<file path="config.mk">
export PLATFORM = sky130hd
export DESIGN_NAME = bcd_scan_counter
export DESIGN_NICKNAME = d
export VERILOG_FILES = /design/src/rtl/bcd_scan_counter.sv
export SDC_FILE = /design/constraint.sdc
export NUM_CORES = 1
export LEC_CHECK = 0
export CORE_MARGIN = 2
export CORE_UTILIZATION = 42
export DETAILED_ROUTE_END_ITERATION = 10
export PLACE_DENSITY_LB_ADDON = 0.25
export RECOVER_POWER = 25
export SLEW_MARGIN = 20
export SYNTH_ARGS = -nofsm -noshare
export SYNTH_HDL_FRONTEND = slang
export SYNTH_SLANG_ARGS = --single-unit
</file>
<file path="constraint.sdc">
create_clock -name clk -period 5.3 [get_ports clk]
set_input_delay 0.795 -clock clk [delete_from_list [all_inputs] [get_ports clk]]
set_output_delay 0.795 -clock clk [all_outputs]
set_load 0.03 [all_outputs]
</file>
<file path="src/rtl/bcd_scan_counter.sv">
// bcd_scan_counter - packed-BCD up/down counter with time-multiplexed digit scan.
// Optional LEADING_ZERO_BLANK_EN: blank digits above the most-significant non-zero digit.
module bcd_scan_counter #(
  parameter int DIGITS   = 4,
  parameter int SCAN_DIV = 1000
) (
  input  logic                  clk,
  input  logic                  rst_n,
  input  logic                  clr,
  input  logic                  inc,
  input  logic                  up,
  input  logic                  load,
  input  logic [4*DIGITS-1:0]   load_val,
  output logic [4*DIGITS-1:0]   count,
  output logic                  carry,
  output logic [3:0]            bcd,
  output logic [DIGITS-1:0]     an
);

  localparam int DW = $clog2(SCAN_DIV);
  localparam int IW = (DIGITS > 1) ? $clog2(DIGITS) : 1;

  logic [4*DIGITS-1:0] count_q, count_d;
  logic                carry_q, carry_d;
  logic [DW-1:0]       div_q, div_d;
  logic [IW-1:0]       idx_q, idx_d;
  logic [DIGITS-1:0]   an_q, an_d;
  logic [3:0]          bcd_q, bcd_d;

  logic [3:0]          nib;
  logic                ripple;
  logic [IW-1:0]       msd;

  // Counter: clr beats load beats inc; ripple carries/borrows through the digits.
  always_comb begin
    count_d = count_q;
    carry_d = 1'b0;
    nib     = 4'd0;
    ripple  = 1'b0;
    if (clr) begin
      count_d = '0;
    end else if (load) begin
      for (int i = 0; i < DIGITS; i++) begin
        nib = load_val[4*i +: 4];
        count_d[4*i +: 4] = (nib > 4'd9) ? 4'd0 : nib;
      end
    end else if (inc) begin
      ripple = 1'b1;
      for (int i = 0; i < DIGITS; i++) begin
        nib = count_q[4*i +: 4];
        if (ripple) begin
          if (up) begin
            if (nib == 4'd9) begin
              count_d[4*i +: 4] = 4'd0;
            end else begin
              count_d[4*i +: 4] = nib + 4'd1;
              ripple = 1'b0;
            end
          end else begin
            if (nib == 4'd0) begin
              count_d[4*i +: 4] = 4'd9;
            end else begin
              count_d[4*i +: 4] = nib - 4'd1;
              ripple = 1'b0;
            end
          end
        end
      end
      carry_d = ripple;
    end
  end

  // Scan: an/bcd are registered from the index and count as they stand this cycle.
  always_comb begin
    div_d = div_q + DW'(1);
    idx_d = idx_q;
    if (div_q == DW'(SCAN_DIV - 1)) begin
      div_d = '0;
      idx_d = (idx_q == IW'(DIGITS - 1)) ? '0 : idx_q + IW'(1);
    end

    msd = '0;
    for (int i = 0; i < DIGITS; i++) begin
      if (count_q[4*i +: 4] != 4'd0) msd = IW'(i);
    end

    an_d  = '1;
    bcd_d = 4'hF;
    for (int i = 0; i < DIGITS; i++) begin
      if (idx_q == IW'(i)) begin
        an_d[i] = 1'b0;
        bcd_d   = count_q[4*i +: 4];
      end
    end
`ifdef LEADING_ZERO_BLANK_EN
    if (idx_q > msd) bcd_d = 4'hF;
`endif
  end

  always_ff @(posedge clk or negedge rst_n) begin
    if (!rst_n) begin
      count_q <= '0;
      carry_q <= 1'b0;
      div_q   <= '0;
      idx_q   <= '0;
      an_q    <= '1;
      bcd_q   <= 4'hF;
    end else begin
      count_q <= count_d;
      carry_q <= carry_d;
      div_q   <= div_d;
      idx_q   <= idx_d;
      an_q    <= an_d;
      bcd_q   <= bcd_d;
    end
  end

  assign count = count_q;
  assign carry = carry_q;
  assign bcd   = bcd_q;
  assign an    = an_q;

endmodule

</file>
Word-level counts from Yosys, hierarchy flattened
Cells that the tools add are included.

Register bits after elaboration: 37. Input bits: 22. Output and inout bits: 25. Word-level logic and storage cells: 102.

$add $sub $neg: 10. $lt $le $gt $ge: 4. Equality and inequality tests: 8. Muxes and demuxes: 59. Reduce and logical (&&, ||, !) cells: 12.

Operators by type and width (count): 4-bit two-way mux (23); 16-bit two-way mux (3); 1-bit two-way mux (31); 4-bit by 1-bit adder with 4-bit output, second input constant (4); 4-bit equality test, second input constant (4); 4-bit greater-than comparator, second input constant (4); 4-bit logical NOT (4); 4-bit by 1-bit subtractor with 4-bit output, second input constant (4); 3-bit nonzero test (4); 10-bit by 1-bit adder with 10-bit output, second input constant (1); 10-bit equality test, second input constant (1); 10-bit two-way mux (1); 2-bit AND reduction (3); 2-bit equality test, second input constant (2); 2-bit by 1-bit adder with 2-bit output, second input constant (1); 2-bit by 1-bit equality test with 1-bit output, second input constant (1); 2-bit logical NOT (1); 2-bit two-way mux (1).

Logic depth before layout (Yosys ltp)
Gate-level depths: netlist (run 1).

Word-level depth: 18. Gate-level depth with buffers: 7. Gate-level depth less buffers: 7.

Worst setup path before layout (run 1)
Ideal clock, no wire load.

Path type: flip-flop to flip-flop. Start: reg count_q[0], in the netlist count[0]. End: reg count_q[14], in the netlist count[14]. Library setup time: 99 ps. Arrival time: 2370 ps. Required time: 5201 ps. Path slack: 2830 ps. Stages on the path, launching flop included: 8. Path buffers: 0. Period minus slack after synthesis: 2470 ps. Cells stage by stage: dfrtp_1 > inv_1 > ha_1 > or3b_4 > a21oi_4 > nand3_4 > or4_1 > a311oi_1.

Word-level cells in the longest chain between the ends: 16. Elaborated cells on any way between the ends: 18. Classes of those cells: eq/ne: 1; mux: 14; reduce/logical: 3.

Ends and longest elaborated chain: start, declared (RTL line 23) `logic [4*DIGITS-1:0] count_q, count_d;`; start signal, assigned (RTL line 109) `count_q <= count_d;`; 4-bit equality test or 4-bit logical NOT (tied branches) (RTL line 53, 60); 1-bit two-way mux (on tied branches) (RTL line 53, 60); 1-bit two-way mux (*) (RTL line 52) `if (up) begin`; 1-bit two-way mux (*) (RTL line 47) `end else if (inc) begin`; 1-bit two-way mux (*) (RTL line 42) `end else if (load) begin`; 1-bit two-way mux (*) (RTL line 40) `if (clr) begin`; 1-bit two-way mux (*) (RTL line 51) `if (ripple) begin`; 1-bit two-way mux (*) (RTL line 47); 1-bit two-way mux (*) (RTL line 42); 1-bit two-way mux (*) (RTL line 40); 1-bit two-way mux (*) (RTL line 51); 1-bit two-way mux (*) (RTL line 47); 1-bit two-way mux (*) (RTL line 42); 1-bit two-way mux (*) (RTL line 40); 3-bit nonzero test (no line) (*); 2-bit AND reduction (no line) (*).

Every way passes the cells marked *; elsewhere a longest branch is shown, timed or not. The select of a mux whose other input is x is not followed. A chain may end at the register's enable or synchronous reset.

Worst setup path in the final report (run 1)
Start: in up. End: reg count_q[14], in the netlist count[14].

Word-level cells in the longest chain between the ends: 14. Elaborated cells on any way between the ends: 21. Classes of those cells: mux: 19; reduce/logical: 2.

Ends and longest elaborated chain: start, declared (RTL line 11) `input logic up,`; 1-bit two-way mux (RTL line 52); 1-bit two-way mux (RTL line 47); 1-bit two-way mux (RTL line 42); 1-bit two-way mux (RTL line 40); 1-bit two-way mux (RTL line 51); 1-bit two-way mux (RTL line 47); 1-bit two-way mux (RTL line 42); 1-bit two-way mux (RTL line 40); 1-bit two-way mux (RTL line 51); 1-bit two-way mux (RTL line 47); 1-bit two-way mux (RTL line 42); 1-bit two-way mux (RTL line 40); 3-bit nonzero test (no line); 2-bit AND reduction (no line).

Parallel ways exist; a longest one is shown, timed or not. The select of a mux whose other input is x is not followed.

==> key figures, run 1 <==
Status
  • Run status: finished, violations left
  • Failing checks: capacitance limit, slew limit

Layout
  • Multi-input gate area: 0.00154 mm²
  • Number of nets in the final layout: 381
  • Number of inserted filler cells in the final layout: 578
  • Post-layout utilization of the core: 0.544
  • Antenna Diode Count: 0
  • Number of standard cells in the final layout excluding fillers: 415
  • Share of post-route cells with drive strength above 1: 0.0794
  • Most common library cell in the layout ignoring fill and taps: sky130_fd_sc_hd__clkdlybuf4s50_1
  • Area delta synth->final: 24.1%
  • Most frequent cells in the layout: sky130_fd_sc_hd__clkdlybuf4s50_1, sky130_fd_sc_hd__dfrtp_1, sky130_fd_sc_hd__nor2_1, sky130_fd_sc_hd__inv_1, sky130_fd_sc_hd__a21oi_1
  • Area of all sequential standard cells: 936 µm²

Routing
  • Via-per-instance ratio: 5.81
  • DRC violations left: 0
  • Starting DRT DRC Count: 164
  • Remaining number of nets flagged by the antenna check after routing: 0
  • Total wire length after detailed routing: 6410 µm
  • Vias: 2413
  • 1st-pass router iterations: 4
  • Final routed wire length divided by cell count: 15.4 µm

Floorplan
  • Initial Util: 0.438
  • Height of the die: 82.8 µm
  • Total die area: 0.00686 mm²
  • Die Width: 82.8 µm
  • Placeable core area: 0.00596 mm²
  • I/O pin total: 47
  • Site row count: 28

Setup path
  • Ordered cell list for the critical path: clkdlybuf4s50_1 > buf_4 > or3b_4 > a21oi_4 > nand3_4 > or4_1 > a311oi_1
  • Kind of critical path: in2reg
  • Data arrival time of the worst path: 3.12 ns
  • Critical-path maximum fanout: 29
  • Worst path buffer plus inverter count: 2
  • Crit path capture type: flop
  • Data required time at the worst endpoint: 5.49 ns
  • Worst-path cell with the longest stage delay: sky130_fd_sc_hd__or4_1
  • Gate family responsible for the most delay along the worst path: simple AND/OR/NAND/NOR gates
  • Critical path launch point type: input port
  • Max stage delay on crit path: 0.52 ns

Logic synthesis
  • Share of the yosys chip area belonging to registers: 0.359
  • Combined area of all synthesized cells: 0.00261 mm²
  • Number of standard cells after synthesis: 297
  • Ys Warns: 0
  • Synthesized net count: 339
  • Flop and latch count out of synthesis: 37
  • Synth cell types: 56
  • Fraction of registers with async set or reset after synthesis: 1.00
  • Number of enable flip-flop cells after synthesis: 0
  • Flip-flop cell with the highest count after synthesis: sky130_fd_sc_hd__dfrtp_1
  • Post-Syn Area per Cell: 8.79 µm²

Timing
  • Summed negative setup slack over all endpoints: 0 ns
  • Final count of negative-setup-slack endpoints: 0
  • Number of hold violations in the final report: 0
  • Slew at the pin with the worst max-slew slack: 2.04 ns
  • Fmax achieved: 341 MHz
  • Rel. slew slack: -0.360
  • Final clock skew: 0.00373 ns
  • Final period util: 0.553
  • Max-slew violation count: 38
  • Setup repair after global routing missed its margin: no
  • Final critical-path required period: 2.93 ns

Power
  • Total power per unit cell area: 229 mW/mm²
  • Leakage dissipation: 1.29 nW
  • Peak ir drop on the vdd network: 146 µV

Clock network
  • Maximum buffer depth of the clock tree: 2
  • Clock root buffer: sky130_fd_sc_hd__clkbuf_8
  • Inserted Clock Buffers: 5
  • CTS HTree Levels: 2
  • TritonCTS clock tree: yes
  • Cts repair resizes: 0
  • Postcts setup bufs: 0
  • Insertion delay of the later-clocked pin in the worst-skew pair: 0.29 ns
  • Clock transition at the registers of the reported paths: 0.08 ns
  • # clock sinks: 37
  • Post-cts hold buffer count: 0

Global routing
  • Leftover overflow at the end of global routing: 0
  • Vias in the first global route: 2262
  • GRT Overall Usage: 0.189
  • First-pass GRT wire length: 10800 µm
  • Antenna violations before repair: 0
  • Pin count of the biggest net entering global routing: 38

Placed design
  • Routability cong.: 0.842
  • Buffers added on ports: 46
  • Final HPWL from detailed placement: 4650 µm
  • Number of instances in the placed design: 407

Flow run
  • Max-cap check violation count: 1

Worst hold path
  • Type of the most critical hold path: reg2reg
==> metrics by stage <==
| stage | setup WS (ns) | instance area, µm² | total power [mW] | hold slack (ns) |
|---|---|---|---|---|
| floorplan | 2.83 | 2610 | 0.418 | 0.455 |
| global placement | 2.15 | 3120 | 0.486 | 0.482 |
| detailed placement | 2.07 | 3120 | 0.486 | 0.495 |
| CTS | 2.38 | 3240 | 0.748 | 0.506 |
| global route | 2.18 | 3240 | 0.780 | 0.536 |
| finish | 2.37 | 3240 | 0.740 | 0.497 |
==> flip-flops by register name, indices dropped and copies added, names as in the netlist <==
signal  count
an          4
carry       1
idx_q       2
div_q      10
bcd         4
count      16
==> cells by family (layout without fill, tap and decap cells) <==
logic type      count (synthesis)  in the layout  synth area share
compound gates                 90             90             0.226
xor+xnor                       10             10            0.0336
buf+inv                        35             78            0.0513
fa+ha+maj                      20             20            0.0959
flops                          37             37             0.359
mux                             7              7            0.0283
simple gates                   98             98             0.207
==> synthesized netlist by cell type, types with 4 or more instances <==
library cell               number  share of area
sky130_fd_sc_hd__nand2b_1       4         0.0096
sky130_fd_sc_hd__nand3b_1       8          0.023
sky130_fd_sc_hd__nand3_1       14          0.027
sky130_fd_sc_hd__a211oi_1       8          0.023
sky130_fd_sc_hd__dfrtp_1       29           0.28
sky130_fd_sc_hd__xnor2_1        5          0.017
sky130_fd_sc_hd__a31oi_1        7          0.017
sky130_fd_sc_hd__clkbuf_1       9          0.013
sky130_fd_sc_hd__nor2_1        26          0.037
sky130_fd_sc_hd__a21oi_1       23          0.044
sky130_fd_sc_hd__o21bai_1       5          0.014
sky130_fd_sc_hd__inv_1         23          0.033
sky130_fd_sc_hd__o21ai_0       19          0.036
sky130_fd_sc_hd__ha_1          20          0.096
sky130_fd_sc_hd__xor2_1         5          0.017
sky130_fd_sc_hd__dfstp_2        8          0.081
sky130_fd_sc_hd__nand2_1       13          0.019
sky130_fd_sc_hd__mux2i_1        4          0.015
sky130_fd_sc_hd__or3_1          4         0.0096
sky130_fd_sc_hd__nor3_1         7          0.013
sky130_fd_sc_hd__a221oi_1       4          0.013
==> area by class of cell <==
cell class	instances	share of cell area
timing repair buffer	47	0.143
tap	75	0.0290
clock buffer	6	0.0255
sequential	37	0.289
inverter	23	0.0267
multi-input combinational	225	0.476
clock inverter	2	0.0116
==> path summary, 6_finish.rpt <==
path	cells after the start	start	slack, ns	end
worst max-delay path	7	up	2.37	count[14]
worst min register to register	1	div_q[0]	0.50	div_q[0]
max in group asynchronous	1	rst_n	3.05	div_q[5]
worst min-delay path	1	div_q[0]	0.50	div_q[0]
min in group asynchronous	1	rst_n	1.08	count[3]
worst max register to register	7	count[0]	2.70	count[14]
==> routing by layer <==
metal  up-vias  GRT usage  wire length [µm]
met1      1167      0.264              2930
met4         0     0.0417                25
li1       1168          -                 -
met3         2     0.0348               403
met5         -          0                 0
met2        76      0.306              3050
==> power breakdown <==
part / internal (mW) / switching (mW)
Clock: 0.153 / 0.106
Sequential: 0.294 / 0.0203
Combinational: 0.0736 / 0.0940
No activity file was read; power rests on OpenSTA's default activity.
==> run 2, diff against run 1 <==
==> constraint.sdc (replaced) <==
create_clock -name clk -period 2.3 [get_ports clk]
set_input_delay 0.345 -clock clk [delete_from_list [all_inputs] [get_ports clk]]
set_output_delay 0.345 -clock clk [all_outputs]
set_load 0.03 [all_outputs]
==> run 2 against run 1 <==
The flow now finishes without violations; clock power rose to 2.7 times the previous value; utilization increased by 3.6 points; combinational power increased to 2.7 times the previous value; global-route usage rose by 1.3 points; worst hold slack got worse by 0.36 ns; sequential cell count unchanged; routed wire length increased by 8.8%; sequential power grew 120%; first-iteration DRC count up 62%; critical path type is now reg2reg.
==> key figures, run 2 (synthesized netlist as in run 1, its figures left out) <==
Setup path
  • Number of cells on the worst reg-to-reg path: 7
  • Worst R2R Start: count[1]
  • Critical path launch point type: flop
  • Reg2reg setup slack: 0.15 ns
  • Kind of critical path: reg2reg
  • Data required time at the worst endpoint: 2.46 ns
  • Crit path capture type: flop
  • Endpoint of the worst register-to-register path: count[8]
  • Data arrival time of the worst path: 2.31 ns
  • Critical-path maximum fanout: 7

Power
  • Peak ir drop on the vdd network: 252 µV
  • Total power per unit cell area: 540 mW/mm²
  • Leakage dissipation: 1.42 nW
  • Sum of internal, switching and leakage power: 1.86 mW

Layout
  • Post-layout utilization of the core: 0.580
  • Layout Cell Area excl Fill: 0.00345 mm²
  • Number of flip-flops in the largest register: 16
  • Antenna Diode Count: 0
  • Number of standard cells in the final layout excluding fillers: 439
  • Number of nets in the final layout: 405
  • Most frequent cells in the layout: sky130_fd_sc_hd__clkdlybuf4s50_1, sky130_fd_sc_hd__dfrtp_1, sky130_fd_sc_hd__nor2_1, sky130_fd_sc_hd__buf_4, sky130_fd_sc_hd__a21oi_1
  • Most common library cell in the layout ignoring fill and taps: sky130_fd_sc_hd__clkdlybuf4s50_1
  • Area delta synth->final: 32.3%
  • Share of post-route cells with drive strength above 1: 0.157

Routing
  • Remaining number of nets flagged by the antenna check after routing: 0
  • Via-per-instance ratio: 5.74
  • Vias: 2518
  • 1st-pass router iterations: 5
  • Total wire length after detailed routing: 6970 µm
  • DRC violations left: 0
  • Starting DRT DRC Count: 266
  • Final routed wire length divided by cell count: 15.9 µm

Clock network
  • Inserted Clock Buffers: 5
  • Clock root buffer: sky130_fd_sc_hd__clkbuf_8
  • Cts repair resizes: 0
  • Post-cts hold buffer count: 0
  • Insertion delay of the later-clocked pin in the worst-skew pair: 0.30 ns
  • CTS HTree Levels: 2
  • Clock transition at the registers of the reported paths: 0.09 ns
  • Postcts setup bufs: 0
  • # clock sinks: 37
  • Maximum buffer depth of the clock tree: 2
  • TritonCTS clock tree: yes

Timing
  • Final setup slack of the worst path: 0.154 ns
  • Final critical-path required period: 2.15 ns
  • Summed negative setup slack over all endpoints: 0 ns
  • Number of hold violations in the final report: 0
  • Fmax achieved: 466 MHz
  • Rel. slew slack: 0.441
  • Final count of negative-setup-slack endpoints: 0
  • Final period util: 0.933
  • Slew at the pin with the worst max-slew slack: 0.838 ns
  • Final clock skew: 0.00955 ns
  • Max-slew violation count: 0
  • Smallest hold slack: 0.141 ns
  • Setup repair after global routing missed its margin: no

Global routing
  • Met3 track demand over resource: 0.0358
  • Antenna violations before repair: 0
  • First-pass GRT wire length: 11500 µm
  • Pin count of the biggest net entering global routing: 38
  • Vias in the first global route: 2367
  • Leftover overflow at the end of global routing: 0
  • M1 GR Usage: 0.278
  • Most utilized layer in the global route result: met2
  • GRT Overall Usage: 0.202
  • Global routing usage on met2: 0.326

Floorplan
  • Height of the die: 82.8 µm
  • Site row count: 28
  • I/O pin total: 47
  • Die Width: 82.8 µm
  • Placeable core area: 0.00596 mm²
  • Total die area: 0.00686 mm²
  • Initial Util: 0.438

Status
  • Run status: completed

Flow run
  • Max-cap check violation count: 0

Placed design
  • Final HPWL from detailed placement: 5140 µm
  • Post-place instance area: 0.00331 mm²
  • Number of instances in the placed design: 431
  • Routability cong.: 0.896
  • Buffers added on ports: 46
  • Worst slack, placed: -0.0820 ns

Worst hold path
  • Type of the most critical hold path: in2async
[run 2: changes by cell type in the layout (fill, tap and decap cells not counted), sizes merged]
cell      previous run  this run
buf                  1        26
bufinv               1         2
clkbuf               7         5
clkinvlp             1         0
inv                 23        24
[run 2: how the worst max path moves through the flow]
stage	startpoint	endpoint	slack [ns]	depth (start not counted)
after floorplan	count[0]	count[14]	0.05	7
after CTS	count[1]	count[8]	0.13	7
after detailed placement	up	count[14]	-0.08	7
after global placement	up	count[14]	-0.03	7
final	count[1]	count[8]	0.15	7
after global routing	count[1]	count[10]	0.03	9
[run 2: where the power goes]
group	internal [mW]	switching [mW]
combinational	0.204	0.250
sequential	0.677	0.0283
clock	0.437	0.266
[run 2: layout make-up]
cell class	instances	area (µm²)
Inverter	23	86.3
Clock buffer	5	68.8
Multi-Input combinational cell	225	1550
Timing Repair Buffer	71	643
Sequential cell	37	938
Fill cell	567	2500
Tap cell	75	93.8
Clock inverter	3	68.8
[run 2: layer usage]
layer | share of wire | wire length, µm
met1 | 0.45 | 3130
met2 | 0.48 | 3360
met3 | 0.062 | 432
met4 | 0.0073 | 51
met5 | 0 | 0
[run 2: worst max-delay path, stage by stage, from the launching register on]
cell and delay, ns:
sky130_fd_sc_hd__dfrtp_2 0.46, sky130_fd_sc_hd__inv_2 0.13, sky130_fd_sc_hd__ha_4 0.15, sky130_fd_sc_hd__or3b_4 0.39
sky130_fd_sc_hd__a21oi_4 0.19, sky130_fd_sc_hd__buf_4 0.17, sky130_fd_sc_hd__a21oi_1 0.10, sky130_fd_sc_hd__a2111oi_0 0.42
